### config.mk
export PLATFORM = sky130hd
export DESIGN_NAME = mode_manager
export DESIGN_NICKNAME = d
export VERILOG_FILES = /design/src/rtl/mode_manager.sv
export SDC_FILE = /design/constraint.sdc
export NUM_CORES = 1
export LEC_CHECK = 0
export CAP_MARGIN = 0
export CORE_MARGIN = 3
export CORE_UTILIZATION = 53
export DETAILED_ROUTE_END_ITERATION = 8
export GPL_ROUTABILITY_DRIVEN = 0
export PLACE_DENSITY = 0.79
export SLEW_MARGIN = 20
export SYNTH_ARGS = -nofsm -noshare
export SYNTH_HDL_FRONTEND = slang
export SYNTH_SLANG_ARGS = --single-unit
### constraint.sdc
create_clock -name clk -period 3.2 [get_ports clk]
set_clock_uncertainty 0.05 [all_clocks]
set_input_delay 0.48 -clock clk [delete_from_list [all_inputs] [get_ports clk]]
set_output_delay 0.48 -clock clk [all_outputs]
set_load 0.05 [all_outputs]
### src/rtl/mode_manager.sv
// Operating-mode controller: decodes the Arduino command byte into a one-hot mode
// enable, with a stability filter on mode/error commands and a latched emergency stop.
module mode_manager #(
  parameter int CMD_WIDTH      = 8,
  parameter int NUM_MODES      = 4,
  parameter int CONFIRM_CYCLES = 3,
  parameter int DEFAULT_MODE   = 0
) (
  input  logic                         clk,
  input  logic                         rst,
  input  logic [CMD_WIDTH-1:0]         arduino_command,
  output logic [NUM_MODES-1:0]         mode_onehot,
  output logic [$clog2(NUM_MODES)-1:0] mode_idx,
  output logic                         estop_active,
  output logic                         mode_changed,
  output logic                         cmd_error
);

  localparam int LW = CMD_WIDTH - 4;
  localparam int IW = $clog2(NUM_MODES);
  localparam int CW = $clog2(CONFIRM_CYCLES + 1);
  localparam logic [CW-1:0] CONF = CW'(CONFIRM_CYCLES);
  localparam logic [CW-1:0] ONE  = CW'(1);
  localparam logic [NUM_MODES-1:0] OH_ONE = NUM_MODES'(1);

  typedef enum logic [2:0] {C_NOP, C_ESTOP, C_MODE, C_CLEAR, C_ERR} cls_t;
  typedef enum logic [1:0] {S_INIT, S_RUN, S_ESTOP} state_t;

  state_t        state;
  cls_t          cur_cls, last_cls;
  logic [3:0]    cmd_h;
  logic [LW-1:0] cmd_l, last_l;
  logic [CW-1:0] cnt, cnt_nxt;
  logic [IW-1:0] cmd_idx;
  logic          same, fire;

  assign cmd_h   = arduino_command[CMD_WIDTH-1 -: 4];
  assign cmd_l   = arduino_command[LW-1:0];
  assign cmd_idx = IW'(cmd_l);

  always_comb begin
    cur_cls = C_ERR;
    if (arduino_command == '0)
      cur_cls = C_NOP;
    else if (arduino_command == '1)
      cur_cls = C_ESTOP;
    else if (cmd_h == 4'hA && {1'b0, cmd_l} < (LW+1)'(NUM_MODES))
      cur_cls = C_MODE;
    else if (cmd_h == 4'hC && cmd_l == '0)
      cur_cls = C_CLEAR;
  end

  // Fires on the edge the count arrives at CONFIRM_CYCLES; a fresh request that
  // reloads to 1 counts as arriving even when the old count was already saturated.
  always_comb begin
    same    = (cur_cls == last_cls) && (cmd_l == last_l);
    cnt_nxt = ONE;
    if (same)
      cnt_nxt = (cnt == CONF) ? cnt : cnt + ONE;
    fire = (cnt_nxt == CONF) && (!same || cnt != CONF);
  end

  always_ff @(posedge clk) begin
    if (rst) begin
      state        <= S_INIT;
      cnt          <= '0;
      last_cls     <= C_NOP;
      last_l       <= '0;
      mode_onehot  <= '0;
      mode_idx     <= '0;
      estop_active <= 1'b0;
      mode_changed <= 1'b0;
      cmd_error    <= 1'b0;
    end else begin
      mode_changed <= 1'b0;
      cmd_error    <= 1'b0;
      case (state)
        S_INIT: begin
          state        <= S_RUN;
          cnt          <= '0;
          mode_idx     <= IW'(DEFAULT_MODE);
          mode_onehot  <= OH_ONE << IW'(DEFAULT_MODE);
          mode_changed <= 1'b1;
        end
        S_RUN: begin
          cnt      <= cnt_nxt;
          last_cls <= cur_cls;
          last_l   <= cmd_l;
          if (cur_cls == C_ESTOP) begin
            state        <= S_ESTOP;
            mode_onehot  <= '0;
            estop_active <= 1'b1;
          end else if (fire && cur_cls == C_MODE && cmd_idx != mode_idx) begin
            mode_idx     <= cmd_idx;
            mode_onehot  <= OH_ONE << cmd_idx;
            mode_changed <= 1'b1;
          end else if (fire && cur_cls == C_ERR) begin
            cmd_error <= 1'b1;
          end
        end
        S_ESTOP: begin
          cnt      <= cnt_nxt;
          last_cls <= cur_cls;
          last_l   <= cmd_l;
          // Leaving ESTOP always lands in Manual, whatever mode was active before.
          if (fire && cur_cls == C_CLEAR) begin
            state        <= S_RUN;
            mode_idx     <= '0;
            mode_onehot  <= OH_ONE;
            estop_active <= 1'b0;
            mode_changed <= 1'b1;
          end
        end
        default: state <= S_INIT;
      endcase
    end
  end

endmodule

Word level (Yosys, flattened, before mapping)
Cells that the tools add are included.
{"block": "totals", "regBits": 20, "input_bits": 10}
{"block": "classes", "addsub": 1, "n_lt_le_gt_ge": 1, "eq_ne": 20, "shifts": 1, "n_mux": 26, "n_bitwise": 1, "n_reduce_logical": 22}
{"cell": "two-way mux 2 bit", "n": 7}
{"cell": "two-way mux 3 bit", "n": 4}
{"cell": "two-way mux 4 bit", "n": 3}
{"cell": "case mux 2 bit (3 select lines)", "n": 2}
{"cell": "case mux 4 bit (3 select lines)", "n": 1}
{"cell": "inequality test 2 bit, second input constant", "n": 5}
{"cell": "== test 4 bit, second input constant", "n": 2}
{"cell": "== test 8 bit, second input constant", "n": 1}
{"cell": "logical AND 1 bit", "n": 8}
{"cell": "logical NOT 8 bit", "n": 1}
{"cell": "== test 2 bit, second input constant", "n": 3}
{"cell": "== test 3 x 2 -> 1 bit, second input constant", "n": 2}
{"cell": "two-way mux 1 bit", "n": 6}
{"cell": "AND reduction 3 bit", "n": 2}
{"cell": "== test 4 bit", "n": 1}
{"cell": "logical NOT 4 bit", "n": 1}
{"cell": "less-than comparator 4 x 3 -> 1 bit, second input constant", "n": 1}
{"cell": "case mux 2 bit (2 select lines)", "n": 1}
{"cell": "AND reduction 4 bit", "n": 1}
{"cell": "nonzero test 2 bit", "n": 2}
{"cell": "OR reduction 4 bit", "n": 1}
{"cell": "left shift 1 x 2 -> 4 bit, first input constant", "n": 1}
{"cell": "== test 3 x 1 -> 1 bit, second input constant", "n": 1}
{"cell": "== test 3 bit", "n": 1}
{"cell": "14 further kinds", "n": 14}

Depth between registers and ports, before layout
Gate-level depths: netlist (run 1).
{"block": "logic_depth", "word_depth": 16, "depth_mapped": 9, "depth_no_buf": 7}

Worst setup path after synthesis (run 1)
Ideal clock, no wire load.
{"block": "synth_timing", "path_type": "in2reg", "startpoint": "input arduino_command[0]", "endpoint": "register mode_onehot[2]", "arrival_time_ns": 2.456, "required_ns": 3.080, "slack_ns": 0.624, "stages": 9, "path_buffers": 2, "path_cell_list": "buf_6 or3_4 nor3_4 o221a_2 o311a_1 o21ai_2 buf_6 or4_1 a21oi_1"}
{"block": "synth_between", "elab_chain_cells": 15, "word_cells_on_any_way": 32}
{"item": "start: declaration", "line": "11", "rtl": "input logic [CMD_WIDTH-1:0] arduino_command,"}
{"item": "branches (longest 15 deep; another with less-than comparator 4 x 3 -> 1 bit)"}
{"item": "end signal: assignment", "line": "82", "rtl": "mode_onehot <= OH_ONE << IW'(DEFAULT_MODE);"}
{"item": "end signal: assignment", "line": "95", "rtl": "mode_onehot <= OH_ONE << cmd_idx;"}
{"item": "end: declaration", "line": "12", "rtl": "output logic [NUM_MODES-1:0] mode_onehot,"}
Parallel ways; which one is timed is not known. The select of a mux whose other input is x is not followed.
A chain may end at the register's enable or synchronous reset.

Worst setup path in the final report (run 1)
{"block": "layout_timing", "startpoint": "input arduino_command[0]", "endpoint": "register mode_onehot[3]"}
The elaborated chain is that of the path after synthesis.

==> impl_metrics.toml, run 1 <==
[synthesis]
syn_nets = 160
synth_top_cell_area_share = 0.326
syn_inst = 145
synth_seq_cells = 20
yosysWarnings = 0
synthTopCellsByArea = "dfxtp_1 33%, a21oi_1 5.3%, ha_1 5.1%"
netlist-cell-type-count = 43
syn_area_sq_um = 1230
synth_top_cell_by_area = "dfxtp_1"
synth.avg_cell_area_sq_um = 8.48
synth_flop_cell = "dfxtp_1"
ys_seq_area_frac = 0.326
synthArstFlopShare = 0
synth-edff-count = 0

[worst_setup_path]
cp.arrival_ns = 3.02
timing.rr.start = "last_l[1]"
endpoint_kind = "register"
required_ns = 3.36
cp_max_fo = 8
setup.worst_path.start = "arduino_command[0]"
start_kind = "input port"
critPathKind = "in2reg"

[sta]
tns_ns = 0
drv_slew = 0
worst_pin_slew_ns = 0.705
fin_crit_sh = 0.891
max_freq_mhz = 351
period_needed_ns = 2.85
relSlewSlack = 0.529
setup_viol = 0
rsz0062_at_grt = "false"
hold_viol_final = 0

[cells_and_area]
fin_area_sq_um = 1480
n_antenna_cell = 0
final_nets = 185
drive_above_1_share = 0.161
area_growth_syn_to_layout_pct = 20.3

[power_and_ir_drop]
p_leak_nw = 0.551
vdd_drop_max_v = 0.000524
power.density_nw_per_um2 = 699
power_mw = 1.03

[placement]
placed_area_sq_um = 1460
port_buffers = 18
dp_hpwl_microns = 2100

[clocking]
root_buffer = "clkbuf_4"
path_clk_slew_ns = 0.12
clock_latency_ns = 0.30
cts_tree = "done"
cts.sinks = 20
htreeDepth = 1
numCtsBuffers = 3
cts-resized-gates = 0
post_cts_buffers = 0
holdBufCountCts = 0
clock_path_buffers = 2

[global_route]
grt_pass1_vias = 1109
antenna_found_initial = 0
grt_max_degree = 21
grt_pass1_wl_microns = 4860
grt_overflow = 0
groute.usage.overall = 0.223

[floorplan]
core_area_sq_um = 2080
initial_core_util = 0.591
die_y_microns = 54.2
die_x_microns = 54.2
rows = 16
boundaryPins = 19
die-area_sq_um = 2930

[detailed_routing]
totalWireLength_microns = 2800
drtIter0Drc = 39
wire_per_inst_microns = 14.3
vias = 1161
drtAntennaViolNets = 0
via_per_inst = 5.95
first_pass_iters = 4
drc = 0

[job]
drv_cap = 0

[min_path]
hp-class = "reg2reg"
hp-start = "cnt[0]"

[outcome]
status = "finished clean"
## worst max-delay path, stage by stage
cell	delay [ns]
clkdlybuf4s50_1	0.47
buf_4	0.19
xor2_1	0.15
nor4_1	0.40
o221a_2	0.29
o311a_1	0.20
o21ai_2	0.11
or4_1	0.52
a21oi_1	0.18
## flip-flops by register name (all words and copies together), names as in the netlist
signal / count
cnt: 2
cmd_error: 1
estop_active: 1
mode_idx: 2
mode_changed: 1
mode_onehot: 4
last_l: 4
state: 2
last_cls: 3
## through the flow
stage	setup WS, ns	util	hold WS, ns	cells
final	0.349	0.711	0.452	195
after global placement	0.111	0.700	0.416	192
after detailed placement	0.0845	0.700	0.423	192
after floorplan	0.624	-	0.409	145
after CTS	0.377	0.711	0.448	195
after global routing	0.241	0.711	0.475	195
## final cells by class
| cell class | instances | area [sq um] |
|---|---|---|
| Multi-Input combinational cell | 111 | 753 |
| Fill cell | 175 | 602 |
| Sequential cell | 20 | 400 |
| Timing Repair Buffer | 26 | 240 |
| Tap cell | 27 | 33.8 |
| Inverter | 8 | 30.0 |
| Clock buffer | 3 | 22.5 |
## cell families after synthesis
family,synth area share
AO/OA/AOI/OAI,0.222
XOR/XNOR,0.0427
adder cells (fa/ha/maj),0.0509
buffers and inverters,0.0621
flip-flops,0.326
multiplexers,0.0326
AND/OR/NAND/NOR,0.264
## cell usage in the layout, fill, tap and decap left out, types with 4 or more instances in the layout
cell	instances
nand2_1	11
clkdlybuf4s50_1	18
o21ai_0	11
a21oi_1	13
ha_1	5
buf_4	8
nor2_1	14
mux2i_1	4
inv_1	8
dfxtp_1	20
xor2_1	4
## per-layer routing
metal  track usage  wire length [microns]  up-vias
met2         0.361                   1310       43
met4        0.0622                     25        0
met1         0.309                   1320      539
li1              -                      -      574
met3        0.0277                    140        5
met5             0                      0        -
## worst paths after layout
check | end | slack [ns] | cells after the start
worst max-delay path | mode_onehot[3] | 0.35 | 9
worst max register to register | mode_onehot[3] | 0.79 | 7
worst min-delay path | cnt[0] | 0.45 | 2
worst min register to register | cnt[0] | 0.45 | 2
## where the power goes
| group | switching, mW | total, mW | internal, mW |
|---|---|---|---|
| clock network | 0.0777 | 0.122 | 0.0439 |
| logic | 0.327 | 0.552 | 0.225 |
| registers | 0.0479 | 0.361 | 0.313 |
| total | 0.452 | 1.03 | 0.582 |
## synth_stat cells, types with 2 or more instances
| cell | n |
|---|---|
| clkbuf_1 | 2 |
| o22a_2 | 2 |
| nor2_1 | 14 |
| nor4_1 | 2 |
| or3_2 | 2 |
| a211oi_1 | 2 |
| or4_1 | 3 |
| xnor2_1 | 2 |
| or3_1 | 2 |
| o21ai_0 | 11 |
| nand4_1 | 3 |
| nor2b_1 | 2 |
| or3_4 | 2 |
| buf_6 | 3 |
| inv_1 | 8 |
| o21a_1 | 2 |
| dfxtp_1 | 20 |
| nand3_1 | 3 |
| nand2_1 | 11 |
| xor2_1 | 4 |
| a21oi_1 | 13 |
| nor4b_1 | 2 |
| nor3_1 | 3 |
| mux2i_1 | 4 |
| ha_1 | 5 |
Note: power is estimated with default switching activity, not from simulation.
==> run 2, diff against run 1 <==
CORE_UTILIZATION = 57   (was 53)
PLACE_DENSITY = 0.84   (was 0.79)
clock period = 3.4 ns   (was 3.2 ns; I/O delays follow)
==> run 2 against run 1 <==
Net effect:
- clock-buffer cell count rose by 1
- via count decreased by 1.6%
- total power decreased by 4.9%
- non-clock buffer count fell by 5
- critical path depth decreased by 1
- critical endpoint is now mode_onehot[1]
==> impl_metrics.toml, run 2 (same netlist as run 1, synthesis figures left out) <==
[outcome]
status = "finished clean"

[clocking]
post_cts_buffers = 0
numCtsBuffers = 3
cts-resized-gates = 0
htreeDepth = 1
holdBufCountCts = 0
root_buffer = "clkbuf_4"
clock_latency_ns = 0.30
cts.sinks = 20
path_clk_slew_ns = 0.12
clock_path_buffers = 2
cts_tree = "done"

[placement]
port_buffers = 18
post-place-ws_ns = 0.101
dp.cells = 187
dp_hpwl_microns = 2060
placed_area_sq_um = 1420

[detailed_routing]
drtIter0Drc = 43
drtAntennaViolNets = 0
drc = 0
totalWireLength_microns = 2730
first_pass_iters = 5
wire_per_inst_microns = 14.3
via_per_inst = 5.98
vias = 1142

[floorplan]
die-area_sq_um = 2750
die_y_microns = 52.5
core_area_sq_um = 2000
rows = 16
die_x_microns = 52.5
boundaryPins = 19
initial_core_util = 0.614

[cells_and_area]
final_nets = 180
finalNonFillerCells = 191
top_regs = "last_l: 4 flops, mode_onehot: 4 flops, last_cls: 3 flops"
fin_area_sq_um = 1460
area_growth_syn_to_layout_pct = 18.4
seq_area_sq_um = 400
n_antenna_cell = 0
utilization = 0.728
final_common_cell = "dfxtp_1"
layout_common_cells = "20 x dfxtp_1, 18 x clkdlybuf4s50_1, 14 x nor2_1"
drive_above_1_share = 0.140
multi_input_area_sq_um = 753
nFillCells = 164

[min_path]
hp-start = "estop_active"
hold-path-endpoint = "estop_active"
hp-class = "reg2reg"
min_path_cells = 2

[global_route]
grt_overflow = 0
grt_pass1_vias = 1090
grt_pass1_wl_microns = 4640
groute.usage.overall = 0.220
grt_max_degree = 21
antenna_found_initial = 0

[sta]
worst_pin_slew_ns = 0.742
fin_crit_sh = 0.889
setup_viol = 0
rsz0062_at_grt = "false"
timing.hold.ws_ns = 0.434
tns_ns = 0
relSlewSlack = 0.504
period_needed_ns = 3.02
max_freq_mhz = 331
hold_viol_final = 0
finalWorstSetupSlack_ns = 0.378
drv_slew = 0

[worst_setup_path]
rrSetupSlack_ns = 1.00
start_kind = "input port"
critPathKind = "in2reg"
r2r_end = "mode_onehot[1]"
ff2ff_path_depth = 7
endpoint_kind = "register"
timing.rr.start = "last_l[3]"
cp.arrival_ns = 3.20
setup.worst_path.start = "arduino_command[6]"
required_ns = 3.58
cp_max_fo = 8

[power_and_ir_drop]
power.density_nw_per_um2 = 676
vdd_drop_max_v = 0.000486
power_mw = 0.984
p_leak_nw = 0.535

[job]
drv_cap = 0
## run 2: per-layer routing
metal | GRT usage | wire (microns)
met1 | 0.284 | 1270
met2 | 0.372 | 1330
met3 | 0.0370 | 111
met4 | 0.0638 | 25
met5 | 0 | 0
## run 2: report_power, final
| group | total [mW] | switching, mW | internal (mW) |
|---|---|---|---|
| Clock | 0.145 | 0.0793 | 0.0654 |
| Combinational | 0.500 | 0.302 | 0.198 |
| Sequential | 0.339 | 0.0445 | 0.295 |
## run 2: how the worst max path moves through the flow
stage / endpoint / slack (ns) / cells after the start
after global routing: mode_onehot[1] / 0.26 / 8
after detailed placement: mode_onehot[1] / 0.10 / 8
after floorplan: mode_onehot[2] / 0.79 / 9
after CTS: mode_onehot[1] / 0.42 / 8
after global placement: mode_onehot[1] / 0.25 / 8
final: mode_onehot[1] / 0.38 / 8
## run 2: layout make-up
type / instances / area share
Inverter: 8 / 0.0206
Tap cell: 27 / 0.0232
Timing Repair Buffer: 21 / 0.139
Sequential cell: 20 / 0.275
Multi-Input combinational cell: 111 / 0.517
Clock buffer: 4 / 0.0249
## run 2: critical path: stages
cell             delay (ns)
clkdlybuf4s50_1        0.52
nor4b_1                0.20
o211ai_1               0.39
nor4b_1                0.46
o31a_2                 0.27
a31oi_2                0.18
or4_1                  0.51
a21oi_1                0.15
